$ cat config.mk
export PLATFORM = sky130hd
export DESIGN_NAME = store_outstanding_ctrl
export DESIGN_NICKNAME = d
export VERILOG_FILES = /design/src/rtl/store_outstanding_ctrl.sv
export SDC_FILE = /design/constraint.sdc
export NUM_CORES = 1
export LEC_CHECK = 0
export CAP_MARGIN = 20
export CORE_AREA = 2 2 39 41
export DETAILED_ROUTE_END_ITERATION = 10
export DIE_AREA = 0 0 41 43
export SLEW_MARGIN = 0
export SYNTH_ARGS = -nofsm -noshare
export SYNTH_HDL_FRONTEND = slang
export SYNTH_SLANG_ARGS = --single-unit
$ cat constraint.sdc
create_clock -name clk_i -period 2.3 [get_ports clk_i]
set_input_delay 0.575 -clock clk_i [delete_from_list [all_inputs] [get_ports clk_i]]
set_output_delay 0.575 -clock clk_i [all_outputs]
set_load 0.02 [all_outputs]
$ cat src/rtl/store_outstanding_ctrl.sv
// Outstanding-store throttle between the write buffer and the D$ request port,
// with a fence handshake that drains all in-flight stores before releasing issue.
module store_outstanding_ctrl #(
  parameter int MaxOutstandingStores = 7,
  parameter int CntWidth = $clog2(MaxOutstandingStores + 1)
) (
  input  logic                clk_i,
  input  logic                rst_ni,
  input  logic                st_req_valid_i,
  output logic                st_req_ready_o,
  output logic                st_req_valid_o,
  input  logic                st_req_ready_i,
  input  logic                st_ack_i,
  input  logic                fence_i,
  output logic                fence_done_o,
  output logic [CntWidth-1:0] outstanding_cnt_o,
  output logic                no_st_pending_o,
  output logic                err_underflow_o
);

  localparam logic [CntWidth-1:0] MaxCnt = CntWidth'(MaxOutstandingStores);
  localparam logic [CntWidth-1:0] One    = CntWidth'(1);

  typedef enum logic [1:0] {IDLE, DRAIN, DONE} state_t;

  state_t              state;
  state_t              state_next;
  logic [CntWidth-1:0] cnt;
  logic [CntWidth-1:0] cnt_next;
  logic                err;
  logic                full;
  logic                allow;
  logic                issue;
  logic                ack_ok;
  logic                ack_under;

  // Throttle decisions use the registered count, so an ack cannot free a slot
  // for an issue in the same cycle.
  assign full      = (cnt == MaxCnt);
  assign allow     = (state == IDLE) && !full;
  assign issue     = st_req_valid_i && st_req_ready_i && allow;
  assign ack_ok    = st_ack_i && (cnt != '0);
  assign ack_under = st_ack_i && (cnt == '0);

  always_comb begin
    cnt_next = cnt;
    case ({issue, ack_ok})
      2'b10:   cnt_next = cnt + One;
      2'b01:   cnt_next = cnt - One;
      default: cnt_next = cnt;
    endcase
  end

  always_comb begin
    state_next = state;
    case (state)
      IDLE:    if (fence_i) state_next = DRAIN;
      DRAIN:   if (cnt == '0) state_next = DONE;
      DONE:    state_next = IDLE;
      default: state_next = IDLE;
    endcase
  end

  always_ff @(posedge clk_i) begin
    if (!rst_ni) begin
      state <= IDLE;
      cnt   <= '0;
      err   <= 1'b0;
    end else begin
      state <= state_next;
      cnt   <= cnt_next;
      if (ack_under) err <= 1'b1;
    end
  end

  assign st_req_valid_o    = st_req_valid_i && allow;
  assign st_req_ready_o    = st_req_ready_i && allow;
  assign fence_done_o      = (state == DONE);
  assign outstanding_cnt_o = cnt;
  assign no_st_pending_o   = (cnt == '0);
  assign err_underflow_o   = err;

endmodule
# After elaboration in Yosys (flattened, before gate mapping)
# Cells that the tools add are included.
# classes
n_eq_ne	7
reduce_logical	13
add_sub_neg	2
mux	4
# ops
cell	n
logical AND 1 bit	7
case mux 3 bit (2 select lines)	1
equality test 2 x 1 -> 1 bit, second input constant	2
equality test 2 bit, second input constant	2
two-way mux 2 bit	2
inequality test 2 bit, second input constant	2
case mux 2 bit (2 select lines)	1
adder 3 x 1 -> 3 bit, second input constant	1
equality test 3 bit, second input constant	1
zero test 3 bit	1
nonzero test 3 bit	1
subtractor 3 x 1 -> 3 bit, second input constant	1
zero test 2 bit	1
AND reduction 2 bit	1
nonzero test 2 bit	1
zero test 1 bit	1
# word_totals
register_bits	6
input_bits	6
output_inout_bits	8

# Depth between registers and ports, before layout
# depth
depth_word	6
depth_mapped	9

# Least setup slack after synthesis
# OpenSTA, ideal clock, no wires.
# synth_path
kind	register to register
from	register cnt[0] (netlist: outstanding_cnt_o[0])
to	register cnt[2] (netlist: outstanding_cnt_o[2])
path_stages_with_launch	10
arrival_ns	2.123
slack_ns	0.107
n_path_buf	0
synth_period_minus_slack_ns	2.193
setup_time_ns	0.070
cell_sequence	dfxtp_1 a311oi_1 and2_1 nand2_1 ha_1 inv_1 fa_1 xor2_1 or3_1 a21boi_1
# synth_between
elab_chain_cells	6
elab_cells_between_ends	12
# synth_lines
element	line_no	rtl
from (decl)	28	logic [CntWidth-1:0] cnt;
from (signal assigned)	71	cnt <= cnt_next;
equality test 3 bit	39	assign full = (cnt == MaxCnt);
zero test 1 bit	40	assign allow = (state == IDLE) && !full;
logical AND 1 bit	40	
logical AND 1 bit	41	assign issue = st_req_valid_i && st_req_ready_i && allow;
equality test 2 x 1 -> 1 bit / equality test 2 bit (equally long branches)	47	case ({issue, ack_ok})
case mux 3 bit (2 select lines) / nonzero test 2 bit (equally long branches)	-	
# Several ways; a longest one is shown, not always the timed one.
# A chain may end at the register's enable or synchronous reset.

# Worst setup path after layout
# layout_path
from	register cnt[0] (netlist: outstanding_cnt_o[0])
to	output port no_st_pending_o
# layout_between
elab_chain_cells	1
# layout_lines
element	line_no	rtl
zero test 3 bit	80	assign no_st_pending_o = (cnt == '0);
to (decl)	17	output logic no_st_pending_o,
# Every way passes these cells.

==> results.ini <==
[run_status]
status=complete, no violations

[synth]
avgSynthCellArea_um2=9.175
yosysUniqueCellTypes=16
seq_area_frac_synth_pct=39.67
syn-instance-count=33
synth_area_leader_cell=dfxtp_1
netlist_area_um2=302.8
synth_top_area_share_pct=39.67
synth_fp_nets=41
yosysWarningCount=0
synth_seq_cells=6
synth.area.top_cells=dfxtp_1, and2_1, nor2b_1, fa_1, o21ai_0

[sta]
worst_slew_pin_slew_ns=0.3526
max_slew_margin_pct=76.37
fin_crit_ns=2.220
setup_viol=0
fmax_mhz=450.4
finClkSkew_ns=0.003085
drv_slew=0
grt_setup_unrepaired=no
fin_ws_ns=0.07970
fin_crit_sh_pct=96.53
hold_viol=0

[worst_setup_path]
startpoint_type=flip-flop
cp_slowest_stage_delay_ns=0.67
cp.required_ns=1.73
critical_path_class=reg2out
crit_chain=buf_4, nor3_2, clkdlybuf4s50_1
crit_fanout=5
end_kind=output pin
cp.arrival_ns=1.65
path_buf_inv=2
slowest_stage=clkdlybuf4s50_1
crit_family=buffers and inverters

[placed_design]
io_buffers=13
dp_cells=64
place.gp.congestion=0.6980
place_ws_ns=-0.1965
dp.final_hpwl_um=569.7

[clocking]
root_buffer=clkbuf_4
clk_latency_ns=0.24
cts_tree=built
cts_max_level=1
clock-sinks=6
cts_made_buffers=3
cts_buffer_depth=2
path_clk_slew_ns=0.05

[detailed_routing]
via_per_inst=4.164
drtIter0Drc=1
wirelength_um=721
drcViolationCount=0
dr.pass1.iters=3
antenna_left=0
post_drt_wl_per_cell_um=10.76
dr_total_vias=279

[layout]
n_antenna_cell=0
final-seq-area_um2=120.1
drive_gt1_share_pct=17.65
syn_to_final_growth_pct=63.64
multiInputGateArea_um2=178.9
fillers=158
layout_commonest_cell=clkdlybuf4s50_1
final_cell_mix=clkdlybuf4s50_1, dfxtp_1, and2_1
nets=61
final_cells=67

[power_and_ir_drop]
intPower_uw=345.8
switchingPower_uw=223.9
ir_drop_mv=0.3824
p_sw_share_pct=39.31
clock_power_share_pct=17.8
p_seq_share_pct=27.9
powerDensity_nw_per_um2=1150
share_comb_of_total_power_pct=54.3
leakage_nw=0.1898

[floorplanning]
ios=14
row_count=14
die_area_um2=1763
die_y_um=43
initial_core_util_pct=21.88
core_um2=1384
dieWidth_um=41

[global_route]
grt_overflow=0
grt_pass1_wl_um=1214
antenna_found_initial=0
grt_pass1_vias=276
track_usage_pct=10.14
grt_max_degree=6

[worst_hold_path]
worstHoldPathType=reg2reg

[run]
cap_violations=0

==> kinds of logic (layout without fill, tap and decap cells) <==
logic type | after synthesis | count (layout) | synth area share [%]
AND/OR/NAND/NOR | 13 | 13 | 26.45
AO/OA/AOI/OAI | 7 | 7 | 13.64
flip-flops | 6 | 6 | 39.67
buffers and inverters | 3 | 21 | 3.719
adder cells (fa/ha/maj) | 2 | 2 | 10.74
XOR/XNOR | 2 | 2 | 5.786
==> per-layer routing <==
| layer | track usage, % | share of wire (%) | vias up |
|---|---|---|---|
| met5 | 0 | 0 | - |
| met4 | 6.000 | 2.4 | 0 |
| met3 | 1.571 | 4.0 | 2 |
| met2 | 14.69 | 49 | 7 |
| met1 | 13.50 | 45 | 123 |
| li1 | - | - | 147 |
==> through the flow <==
step                hold WS (ns)  util [%]  instance area, um2  power [mW]  setup TNS (ns)
floorplan                 0.4512         -               302.8      0.3327               0
global placement          0.4746     33.82               467.9      0.4609         -0.2052
detailed placement        0.4810     33.82               467.9      0.4709         -0.2475
CTS                       0.4966     35.26               488.0      0.5675               0
global route              0.5572     35.80               495.5      0.6172               0
finish                    0.4935     35.80               495.5      0.5697               0
==> worst register-to-register path, delay by kind of cell, from the launching register on <==
kind	cells	cell delay, ns
AO/OA/AOI/OAI	2	0.25
XOR/XNOR	1	0.15
adder cells (fa/ha/maj)	2	0.50
buffers and inverters	1	0.05
flip-flops	1	0.41
AND/OR/NAND/NOR	3	0.57
==> worst paths after layout <==
path,slack [ns],cells past startpoint,end,from
max,0.08,3,no_st_pending_o,outstanding_cnt_o[0]
min,0.49,2,err_underflow_o,err_underflow_o
max reg2reg,0.31,9,outstanding_cnt_o[2],outstanding_cnt_o[2]
min reg2reg,0.49,2,err_underflow_o,err_underflow_o
==> registers in the layout (all words and copies together), names as in the netlist <==
name	flops
err_underflow_o	1
outstanding_cnt_o	3
state	2
==> cell usage after synthesis <==
master,n
a21boi_1,1
a21oi_1,2
a311oi_1,1
and2_1,4
and3_1,1
dfxtp_1,6
fa_1,1
ha_1,1
inv_1,3
nand2_1,2
nor2b_1,4
nor3_2,1
o21ai_0,3
or3_1,1
xnor2_1,1
xor2_1,1
==> final cells by class <==
class,instances,share of cell area [%]
multi-input combinational,24,36.11
timing repair buffer,15,28.79
sequential,6,24.24
clock buffer,3,4.545
tap,16,4.040
inverter,3,2.273
==> what timing repair did <==
action / in CTS / in global routing
gates resized for setup: 2 / 3
cloned: 0 / 0
pin swaps: 0 / 1
hold buffers: 0 / 0
buffers inserted: 0 / 0
endpoints found under the setup margin: 2 / 1
==> power groups by stage <==
stage | combinational, mW | sequential (mW) | clock [mW]
global placement | 0.301 | 0.160 | 0
floorplan | 0.147 | 0.185 | 0
global route | 0.341 | 0.164 | 0.112
detailed placement | 0.309 | 0.162 | 0
CTS | 0.305 | 0.159 | 0.103
finish | 0.310 | 0.159 | 0.101
Note: power is estimated with default switching activity, not from simulation.
